--- config.mk ---
export PLATFORM = sky130hd
export DESIGN_NAME = vga_capture
export DESIGN_NICKNAME = d
export VERILOG_FILES = /design/src/rtl/vga_timing_pkg.sv /design/src/rtl/vga_sync_sampler.sv /design/src/rtl/vga_capture.sv
export SDC_FILE = /design/constraint.sdc
export NUM_CORES = 1
export LEC_CHECK = 0
export BUFFER_PORTS_ARGS = -buffer_cell sky130_fd_sc_hd__buf_2
export CELL_PAD_IN_SITES_DETAIL_PLACEMENT = 0
export CELL_PAD_IN_SITES_GLOBAL_PLACEMENT = 1
export CORE_MARGIN = 2
export CORE_UTILIZATION = 35
export CTS_BUF_LIST = sky130_fd_sc_hd__clkbuf_8
export DETAILED_ROUTE_END_ITERATION = 16
export HOLD_SLACK_MARGIN = 0.08
export PLACE_DENSITY_LB_ADDON = 0.1
export REMOVE_ABC_BUFFERS = 1
export SLEW_MARGIN = 25
export SYNTH_ARGS = -nofsm -noshare
export SYNTH_HDL_FRONTEND = slang
export SYNTH_SLANG_ARGS = --single-unit
--- constraint.sdc ---
create_clock -name clk -period 4 [get_ports clk]
set_input_delay 0.4 -clock clk [delete_from_list [all_inputs] [get_ports clk]]
set_output_delay 0.4 -clock clk [all_outputs]
set_load 0.02 [all_outputs]
--- src/rtl/vga_timing_pkg.sv ---
// Shared 640x480 timing constants and RGBI helpers.
// Used by the capture path and the sync generator.
package vga_timing_pkg;

    localparam int H_TOTAL    = 800;
    localparam int H_START    = 144;
    localparam int H_VISIBLE  = 640;
    localparam int V_START    = 35;
    localparam int V_VISIBLE  = 480;
    localparam int H_TOL      = 2;
    localparam int LOCK_LINES = 4;
    localparam int ADDR_W     = 19;
    localparam int V_CNT_W    = 10;

    localparam logic SYNC_POL = 1'b0;

    localparam int RGBI_RED     = 3;
    localparam int RGBI_GREEN   = 2;
    localparam int RGBI_BLUE    = 1;
    localparam int RGBI_INTENSE = 0;

    typedef enum logic {
        CAP_SEARCH,
        CAP_LOCKED
    } capState_t;

    function automatic logic [3:0] packRgbi(
        input logic r,
        input logic g,
        input logic b,
        input logic i
    );
        logic [3:0] p;
        p               = '0;
        p[RGBI_RED]     = r;
        p[RGBI_GREEN]   = g;
        p[RGBI_BLUE]    = b;
        p[RGBI_INTENSE] = i;
        return p;
    endfunction

endpackage

--- src/rtl/vga_sync_sampler.sv ---
// Brings the external RGBI + sync lines into clk, normalises
// sync polarity and flags sync leading edges with matched colour.
module vga_sync_sampler
    import vga_timing_pkg::*;
#(
    parameter logic POL = 1'b0
) (
    input  logic       clk,
    input  logic       nRst,
    input  logic       redIn,
    input  logic       greenIn,
    input  logic       blueIn,
    input  logic       intenseIn,
    input  logic       hSyncIn,
    input  logic       vSyncIn,
    output logic       hEdge,
    output logic       vEdge,
    output logic [3:0] pix
);

    logic [5:0] meta;
    logic [5:0] sync;
    logic       hNorm;
    logic       vNorm;
    logic       hPrev;
    logic       vPrev;

    assign hNorm = sync[1] ^ ~POL;
    assign vNorm = sync[0] ^ ~POL;
    assign hEdge = hNorm & ~hPrev;
    assign vEdge = vNorm & ~vPrev;
    assign pix   = packRgbi(sync[5], sync[4], sync[3], sync[2]);

    // Two-flop synchronizer; prev starts high so the cleared
    // pipeline cannot fake a leading edge right after reset.
    always_ff @(posedge clk) begin
        if (!nRst) begin
            meta  <= '0;
            sync  <= '0;
            hPrev <= 1'b1;
            vPrev <= 1'b1;
        end else begin
            meta  <= {redIn, greenIn, blueIn, intenseIn,
                      hSyncIn, vSyncIn};
            sync  <= meta;
            hPrev <= hNorm;
            vPrev <= vNorm;
        end
    end

endmodule

--- src/rtl/vga_capture.sv ---
// RGBI video capture: recovers raster position, qualifies
// line timing and streams visible pixels to a framebuffer.
module vga_capture
    import vga_timing_pkg::*;
#(
    parameter int   H_TOTAL    = vga_timing_pkg::H_TOTAL,
    parameter int   H_START    = vga_timing_pkg::H_START,
    parameter int   H_VISIBLE  = vga_timing_pkg::H_VISIBLE,
    parameter int   V_START    = vga_timing_pkg::V_START,
    parameter int   V_VISIBLE  = vga_timing_pkg::V_VISIBLE,
    parameter int   H_TOL      = vga_timing_pkg::H_TOL,
    parameter int   LOCK_LINES = vga_timing_pkg::LOCK_LINES,
    parameter logic SYNC_POL   = vga_timing_pkg::SYNC_POL,
    parameter int   ADDR_W     = vga_timing_pkg::ADDR_W
) (
    input  logic              clk,
    input  logic              nRst,
    input  logic              redIn,
    input  logic              greenIn,
    input  logic              blueIn,
    input  logic              intenseIn,
    input  logic              hSyncIn,
    input  logic              vSyncIn,
    output logic              wrEn,
    output logic [ADDR_W-1:0] wrAddr,
    output logic [3:0]        wrData,
    output logic              locked,
    output logic              frameDone
);

    localparam int HW = $clog2(2 * H_TOTAL);
    localparam int VW = V_CNT_W;
    localparam int GW = $clog2(LOCK_LINES + 1);

    localparam logic [HW-1:0] H_MAX  = HW'(2 * H_TOTAL - 1);
    localparam logic [HW-1:0] H_PRE  = HW'(2 * H_TOTAL - 2);
    localparam logic [HW-1:0] H_LO   = HW'(H_TOTAL - H_TOL - 1);
    localparam logic [HW-1:0] H_HI   = HW'(H_TOTAL + H_TOL - 1);
    localparam logic [HW-1:0] WIN_H0 = HW'(H_START);
    localparam logic [HW-1:0] WIN_H1 = HW'(H_START + H_VISIBLE);

    localparam logic [VW-1:0] V_MAX  = '1;
    localparam logic [VW-1:0] WIN_V0 = VW'(V_START);
    localparam logic [VW-1:0] WIN_V1 = VW'(V_START + V_VISIBLE);

    localparam logic [ADDR_W-1:0] LAST_ADDR =
        ADDR_W'(H_VISIBLE * V_VISIBLE - 1);
    localparam logic [GW-1:0] GOAL = GW'(LOCK_LINES - 1);

    logic              hEdge;
    logic              vEdge;
    logic [3:0]        pix;
    logic [HW-1:0]     hCountQ;
    logic [HW-1:0]     hPos;
    logic [VW-1:0]     vCountQ;
    logic [VW-1:0]     vPos;
    logic              seenEdge;
    logic              vPend;
    logic              frameValid;
    logic              timeout;
    logic              inTol;
    logic              lineGood;
    logic              lineBad;
    logic              frameStart;
    logic              inWin;
    logic [ADDR_W-1:0] addrCnt;
    logic [GW-1:0]     goodCnt;
    capState_t         state;

    vga_sync_sampler #(
        .POL(SYNC_POL)
    ) uSampler (
        .clk      (clk),
        .nRst     (nRst),
        .redIn    (redIn),
        .greenIn  (greenIn),
        .blueIn   (blueIn),
        .intenseIn(intenseIn),
        .hSyncIn  (hSyncIn),
        .vSyncIn  (vSyncIn),
        .hEdge    (hEdge),
        .vEdge    (vEdge),
        .pix      (pix)
    );

    // Position of the current sample and line-period verdict.
    always_comb begin
        hPos = hCountQ;
        if (hEdge)
            hPos = '0;
        else if (hCountQ != H_MAX)
            hPos = hCountQ + HW'(1);

        timeout = !hEdge && (hCountQ == H_PRE);
        inTol   = (hCountQ >= H_LO) && (hCountQ <= H_HI);
        lineGood = hEdge && seenEdge && inTol;
        lineBad  = (hEdge && seenEdge && !inTol) || timeout;

        frameStart = hEdge && (vPend || vEdge);
        vPos = vCountQ;
        if (frameStart)
            vPos = '0;
        else if (hEdge && vCountQ != V_MAX)
            vPos = vCountQ + VW'(1);

        inWin = (hPos >= WIN_H0) && (hPos < WIN_H1) &&
                (vPos >= WIN_V0) && (vPos < WIN_V1) &&
                locked && frameValid && !lineBad;
    end

    // Lock qualifier: LOCK_LINES good lines in a row to lock,
    // a single bad line drops it.
    always_ff @(posedge clk) begin
        if (!nRst) begin
            state   <= CAP_SEARCH;
            goodCnt <= '0;
            locked  <= 1'b0;
        end else begin
            unique case (state)
                CAP_SEARCH: begin
                    if (lineBad) begin
                        goodCnt <= '0;
                    end else if (lineGood) begin
                        if (goodCnt == GOAL) begin
                            state   <= CAP_LOCKED;
                            locked  <= 1'b1;
                            goodCnt <= '0;
                        end else begin
                            goodCnt <= goodCnt + GW'(1);
                        end
                    end
                end
                CAP_LOCKED: begin
                    if (lineBad) begin
                        state   <= CAP_SEARCH;
                        locked  <= 1'b0;
                        goodCnt <= '0;
                    end
                end
            endcase
        end
    end

    // Raster counters, frame gating and the write port.
    always_ff @(posedge clk) begin
        if (!nRst) begin
            hCountQ    <= '0;
            vCountQ    <= '0;
            seenEdge   <= 1'b0;
            vPend      <= 1'b0;
            frameValid <= 1'b0;
            addrCnt    <= '0;
            wrEn       <= 1'b0;
            wrAddr     <= '0;
            wrData     <= '0;
            frameDone  <= 1'b0;
        end else begin
            hCountQ <= hPos;
            vCountQ <= vPos;
            if (hEdge)
                seenEdge <= 1'b1;

            if (frameStart)
                vPend <= 1'b0;
            else if (vEdge)
                vPend <= 1'b1;

            if (lineBad)
                frameValid <= 1'b0;
            else if (frameStart)
                frameValid <= locked;
            else if (inWin && addrCnt == LAST_ADDR)
                frameValid <= 1'b0;

            wrEn      <= inWin;
            frameDone <= wrEn && (wrAddr == LAST_ADDR);

            if (frameStart) begin
                addrCnt <= '0;
                wrAddr  <= '0;
            end else if (inWin) begin
                wrAddr  <= addrCnt;
                wrData  <= pix;
                addrCnt <= addrCnt + ADDR_W'(1);
            end
        end
    end

endmodule

==> results of run 1 <==
## synth_stat cells, drive strengths merged (4+ instances only)
cell type and count:
dfxtp 87, or4 16, or3 7, xnor2 7
ha 6, a21oi 20, nor3b 4, o31ai 16
clkbuf 17, xor2 6, buf 17, nor3 8
o21ai 21, o211ai 16, and4 5, inv 6
a31oi 5, nand3 18, nand4 9, and3 5
and2 20, nor2 30, nor4 6, mux2i 14
nand2 66
## power groups by stage
stage	logic, mW	registers, mW	clock network (mW)
after floorplan	0.0265	0.903	0
after global placement	0.0438	0.905	0
after detailed placement	0.0445	0.905	0
after CTS	0.0446	0.885	0.614
after global routing	0.0492	0.887	0.646
final	0.0431	0.885	0.576
## path summary, 6_finish.rpt
path,startpoint,endpoint,slack (ns),depth (start not counted)
setup / recovery,vCountQ[0],wrAddr[16],0.51,10
hold / removal,intenseIn,uSampler.meta[2],0.24,2
setup reg to reg,vCountQ[0],wrAddr[16],0.51,10
hold reg to reg,uSampler.sync[0],uSampler.vPrev,0.39,1
## worst register-to-register path, delay by kind of cell (launching register included)
family                   cells  cell delay, ns
flip-flops                   1            0.48
multiplexers                 1            0.31
AO/OA/AOI/OAI                3            0.54
adder cells (fa/ha/maj)      1            0.29
buffers and inverters        1            0.47
AND/OR/NAND/NOR              4            1.30
## cells by family (layout without fill, tap and decap cells)
logic type	count (synthesis)	count (layout)	synth area share (%)
flops	87	87	41.40
simple gates	212	212	27.72
compound gates	106	106	17.64
fa+ha+maj	6	6	1.785
xor+xnor	13	13	2.707
mux	15	15	3.599
buf+inv	40	58	5.146
## per-layer routing
metal	routed length (um)	global-route usage (%)	vias up
met5	0	0	-
met1	4737	20.83	1618
met3	303	4.623	6
met4	78	4.390	0
li1	-	-	1782
met2	4199	23.63	43
## metrics by stage
step	setup slack (ns)	cells	hold WS [ns]	total power [mW]	util, %
floorplan	0.1586	445	0.3583	0.9294	-
global placement	0.6138	628	0.3719	0.9489	36.96
detailed placement	0.5391	628	0.3751	0.9496	36.96
CTS	0.5216	644	0.2058	1.543	38.49
global route	0.2336	644	0.2107	1.582	38.51
finish	0.5094	644	0.2353	1.504	38.51
## cell type report
type                            instances  area share, %
Multi-Input combinational cell        352          49.27
Timing Repair Buffer                   36          4.108
Sequential cell                        87          38.13
Inverter                                6         0.4930
Tap cell                              147          4.026
Clock inverter                          7          1.260
Clock buffer                            9          2.712
## sequential cells by signal (all words and copies together) (netlist names)
signal,cells
frameValid,1
uSampler.vPrev,1
vPend,1
uSampler.sync,6
uSampler.hPrev,1
hCountQ,11
wrEn,1
wrData,4
locked,1
vCountQ,10
seenEdge,1
addrCnt,19
goodCnt,3
state,1
uSampler.meta,6
frameDone,1
wrAddr,19
==> flow_summary.ini, run 1 <==
[setup_path]
crit_slowest_cell = dfxtp_1
crit_chain = ha_1, or3b_2, nor3_1, mux2i_1, a311oi_1, a31o_2, nor4_4, buf_4, or2_2, o21ai_0
critPathMaxStageDelay_ns = 0.48
endpoint_kind = register
critPathKind = reg2reg
arrival_ns = 3.74
start_kind = register
crit_family = simple AND/OR/NAND/NOR gates
cp_max_fo = 53
path_buf_inv = 1
cp.required_ns = 4.25

[power_and_ir_drop]
ir_worst_vdd_v = 0.0002636
p_leak_nw = 1.493
pwr-share-seq_pct = 58.8
p_sw_uw = 382.4
netSwitchingFraction_pct = 25.43
power_density_nw_per_um2 = 329.2
p_comb_share_pct = 2.9
power_frac_clock_pct = 38.3
p_int_mw = 1.122

[timing]
slew_headroom_pct = 45.07
final-max-slew-violation-count = 0
period_minus_slack_ns = 3.491
skew_ns = 0.009536
rsz0062_at_grt = no
timing.fmax_mhz = 286.5
fin_tns_setup_ns = 0
setup_violations = 0
hold_violations = 0
period_share_pct = 87.26
tightest_slew_ns = 0.8125

[final_layout]
final_common_cell = dfxtp_1
synthToLayoutAreaGrowth_pct = 8.596
seqCellArea_sq_um = 1742
final_cell_mix = dfxtp_1 (87), nand2_1 (65), buf_2 (33), nor2_1 (29)
antenna_cells = 0
n_fill_cell = 1256
fin_nets = 506
multi_input_area_sq_um = 2251
design_area_sq_um = 4568
drive_gt1_share_pct = 13.68

[clock_tree]
clk_latency_ns = 0.37
cts-hold-fix-buffers = 0
cts_setup_buffers = 0
cts_buffer_depth = 2
ctsResizeCount = 0
clk_pin_slew_worst_paths_ns = 0.09
cts_sinks = 87
root_buffer = clkbuf_8
cts_tree = built
numCtsBuffers = 9
h-tree-depth = 3

[yosys]
ys_ff_latch = 87
synth.distinct_cells = 66
syn_inst = 479
synth_top_area_share_pct = 41.40
async_flop_share_pct = 0
avgSynthCellArea_sq_um = 8.782
synth.area.top_cells = dfxtp_1 (41%), nand2_1 (5.9%), mux2i_1 (3.3%)
synth_seq_area_share_pct = 41.40
synth_edf_count = 0
dominantRegCellSynth = dfxtp_1
yosysWarningCount = 0
netlist_area_sq_um = 4207
synth.largest_area_cell = dfxtp_1

[floorplan]
design.die.area_sq_um = 12910
ios = 34
core_area_sq_um = 11860
die_h_um = 113.6
fp.dieW_um = 113.6
initial_utilization_pct = 35.46
core.rowCount = 40

[drt]
via_count = 3449
ant_nets = 0
drt-wirelength-per-cell_um = 14.47
routed_via_density = 5.356
drc_errors = 0
dr.pass1.iters = 4
wl_um = 9318
drt-initial-drc-count = 189

[hold_path]
hp-class = in2reg

[global_route]
grt_pass1_vias = 3259
grtUsageTotal_pct = 15.32
grt_max_degree = 54
antenna_found_initial = 0
grt-ovfl-total = 0
grt_pass1_wl_um = 15970

[job]
maxCapViolations = 0

[placed_design]
place_hpwl_um = 6112
gp_congestion = 0.7324
io_buffers = 33
placed_cell_area_sq_um = 4384

[outcome]
status = finished, final reports clean
Note: power is estimated with default switching activity, not from simulation.
==> run 2: changes to the inputs <==
--- a/config.mk
+++ b/config.mk
@@ -15,7 +15,8 @@
 export HOLD_SLACK_MARGIN = 0.08
 export PLACE_DENSITY_LB_ADDON = 0.1
 export REMOVE_ABC_BUFFERS = 1
-export SLEW_MARGIN = 25
+export SLEW_MARGIN = 20
 export SYNTH_ARGS = -nofsm -noshare
 export SYNTH_HDL_FRONTEND = slang
+export SYNTH_HIERARCHICAL = 1
 export SYNTH_SLANG_ARGS = --single-unit
==> flow_summary.ini, run 2 <==
[outcome]
status = finished, final reports clean

[setup_path]
cp.required_ns = 4.30
crit_slowest_cell = or4_1
crit_family = simple AND/OR/NAND/NOR gates
timing.rr.end = addrCnt[0]
reg2reg_slack_ns = 0.54
critPathMaxStageDelay_ns = 0.91
path_buf_inv = 2
crit_chain = nor2_1, buf_4, o21ai_0, o21ai_0, mux2i_1, or4_1, a211oi_4, buf_4, mux2i_1
worst-r2r-cell-count = 9
endpoint_kind = register
critPathKind = reg2reg
r2r-start = uSampler/sync[1]
cp_max_fo = 18
start_kind = register
arrival_ns = 3.76

[final_layout]
final_cells = 652
reg_top3 = addrCnt: 19 flops, wrAddr: 19 flops, hCountQ: 11 flops
final_cell_mix = dfxtp_1 (87), nand2_1 (70), mux2i_1 (47), nor2_1 (33), buf_2 (33)
final_common_cell = dfxtp_1
synthToLayoutAreaGrowth_pct = 10.14
antenna_cells = 0
drive_gt1_share_pct = 16.04
fin_nets = 514

[power_and_ir_drop]
ir_worst_vdd_v = 0.0001888
power_density_nw_per_um2 = 329.6
p_leak_nw = 1.707

[clock_tree]
clk_latency_ns = 0.37
clk_pin_slew_worst_paths_ns = 0.09
cts-hold-fix-buffers = 0
cts_buffer_depth = 2
root_buffer = clkbuf_8
cts_tree = built
cts_sinks = 87
numCtsBuffers = 9
h-tree-depth = 3
cts_setup_buffers = 0
ctsResizeCount = 0

[timing]
hold_violations = 0
slew_headroom_pct = 45.52
rsz0062_at_grt = no
tightest_slew_ns = 0.8171
timing.fmax_mhz = 289.0
skew_ns = 0.008330
final-max-slew-violation-count = 0
setup_violations = 0
period_share_pct = 86.51
fin_worst_hold_slack_ns = 0.2340
period_minus_slack_ns = 3.461

[hold_path]
hold_start = greenIn
min_to = uSampler/meta[4]
hp-class = in2reg
hold_depth = 2

[drt]
ant_nets = 0
dr.pass1.iters = 4
via_count = 3330
routed_via_density = 5.107
drt-initial-drc-count = 160
drc_errors = 0
wl_um = 9470
drt-wirelength-per-cell_um = 14.52

[yosys]
async_flop_share_pct = 0
netlist_area_sq_um = 4294
synth_top_cells_by_count = dfxtp_1 (87), nand2_1 (70), mux2i_1 (47), nor2_1 (34), nand3_1 (28)
synth.distinct_cells = 60
synth_edf_count = 0
yosysWarningCount = 6
synth_seq_area_share_pct = 40.56
syn_inst = 475
synth_top_area_share_pct = 40.56
dominantRegCellSynth = dfxtp_1
synth.largest_area_cell = dfxtp_1
avgSynthCellArea_sq_um = 9.040
yosysMostFrequentCell = dfxtp_1
ys_ff_latch = 87
synth.area.top_cells = dfxtp_1 (41%), mux2i_1 (11%), nand2_1 (6.1%)

[global_route]
grtUsageTotal_pct = 15.50
grt-ovfl-total = 0
grt_max_degree = 35
grt_pass1_wl_um = 16060
antenna_found_initial = 0
grt_pass1_vias = 3236

[placed_design]
gp_congestion = 0.7632
place_hpwl_um = 6701
post-place-cells = 636
io_buffers = 33

[floorplan]
initial_utilization_pct = 35.75
fp.dieW_um = 114.8
core_area_sq_um = 12010
ios = 34
die_h_um = 114.8
design.die.area_sq_um = 13170
core.rowCount = 40

[job]
maxCapViolations = 0
[run 2: changes by cell type after synthesis, sizes merged, moves of 6 or more]
cell,change
a211oi,+9
clkbuf,-6
nand3,+10
a2111oi,+9
o211ai,-14
o31ai,-14
mux2i,+33
a21oi,-11
or4,-15
o21ai,-15
or3,-7
nand2b,+17
[run 2: worst max path at each step]
stage / start / endpoint / slack [ns] / depth (start not counted)
after floorplan: uSampler/sync[1] / addrCnt[0] / -0.43 / 8
after global placement: uSampler/sync[1] / wrAddr[7] / 0.60 / 9
after detailed placement: uSampler/sync[1] / addrCnt[0] / 0.51 / 9
after CTS: uSampler/sync[1] / addrCnt[0] / 0.50 / 9
after global routing: uSampler/sync[1] / addrCnt[1] / 0.25 / 9
final: uSampler/sync[1] / addrCnt[0] / 0.54 / 9
[run 2: routing by layer]
layer  GRT usage (%)  part of all wire (%)  vias up
li1                -                     -     1737
met4           4.819                  0.80        0
met2           24.65                    46       40
met3           4.428                   3.0        5
met1           20.47                    50     1548
met5               0                     0        -
[run 2: where the power goes]
part	switching, mW	internal (mW)	leakage (nW)	total (mW)
logic	0.0341	0.0199	0.904	0.0541
clock network	0.332	0.289	0.0992	0.621
registers	0.00854	0.875	0.704	0.884
[run 2: metrics by stage]
step                      setup WS [ns]  setup TNS, ns  total power, mW  utilization [%]  instance area (sq um)
after CTS                        0.4996              0            1.597            39.38                   4730
after global placement           0.5979              0           0.9576            37.73                   4532
after floorplan                 -0.4284         -11.10           0.9351                -                   4100
after global routing             0.2538              0            1.642            39.38                   4730
final                            0.5395              0            1.559            39.38                   4730
after detailed placement         0.5143              0           0.9589            37.73                   4532
[run 2: cell families after synthesis]
kind of cell / share of synthesized area (%)
DFF: 40.56
and+or+nand+nor: 27.39
muxes: 11.22
adders and majority gates: 1.748
AOI/OAI and AO/OA: 12.06
buffers and inverters: 5.390
xor gates and xnor gates: 1.632
[run 2: final cells by class]
type,instances,area (sq um)
Clock buffer,9,123.9
Clock inverter,7,73.82
Fill cell,1260,7282
Inverter,10,37.54
Multi-Input combinational cell,350,2336
Sequential cell,87,1742
Tap cell,147,183.9
Timing Repair Buffer,42,232.7
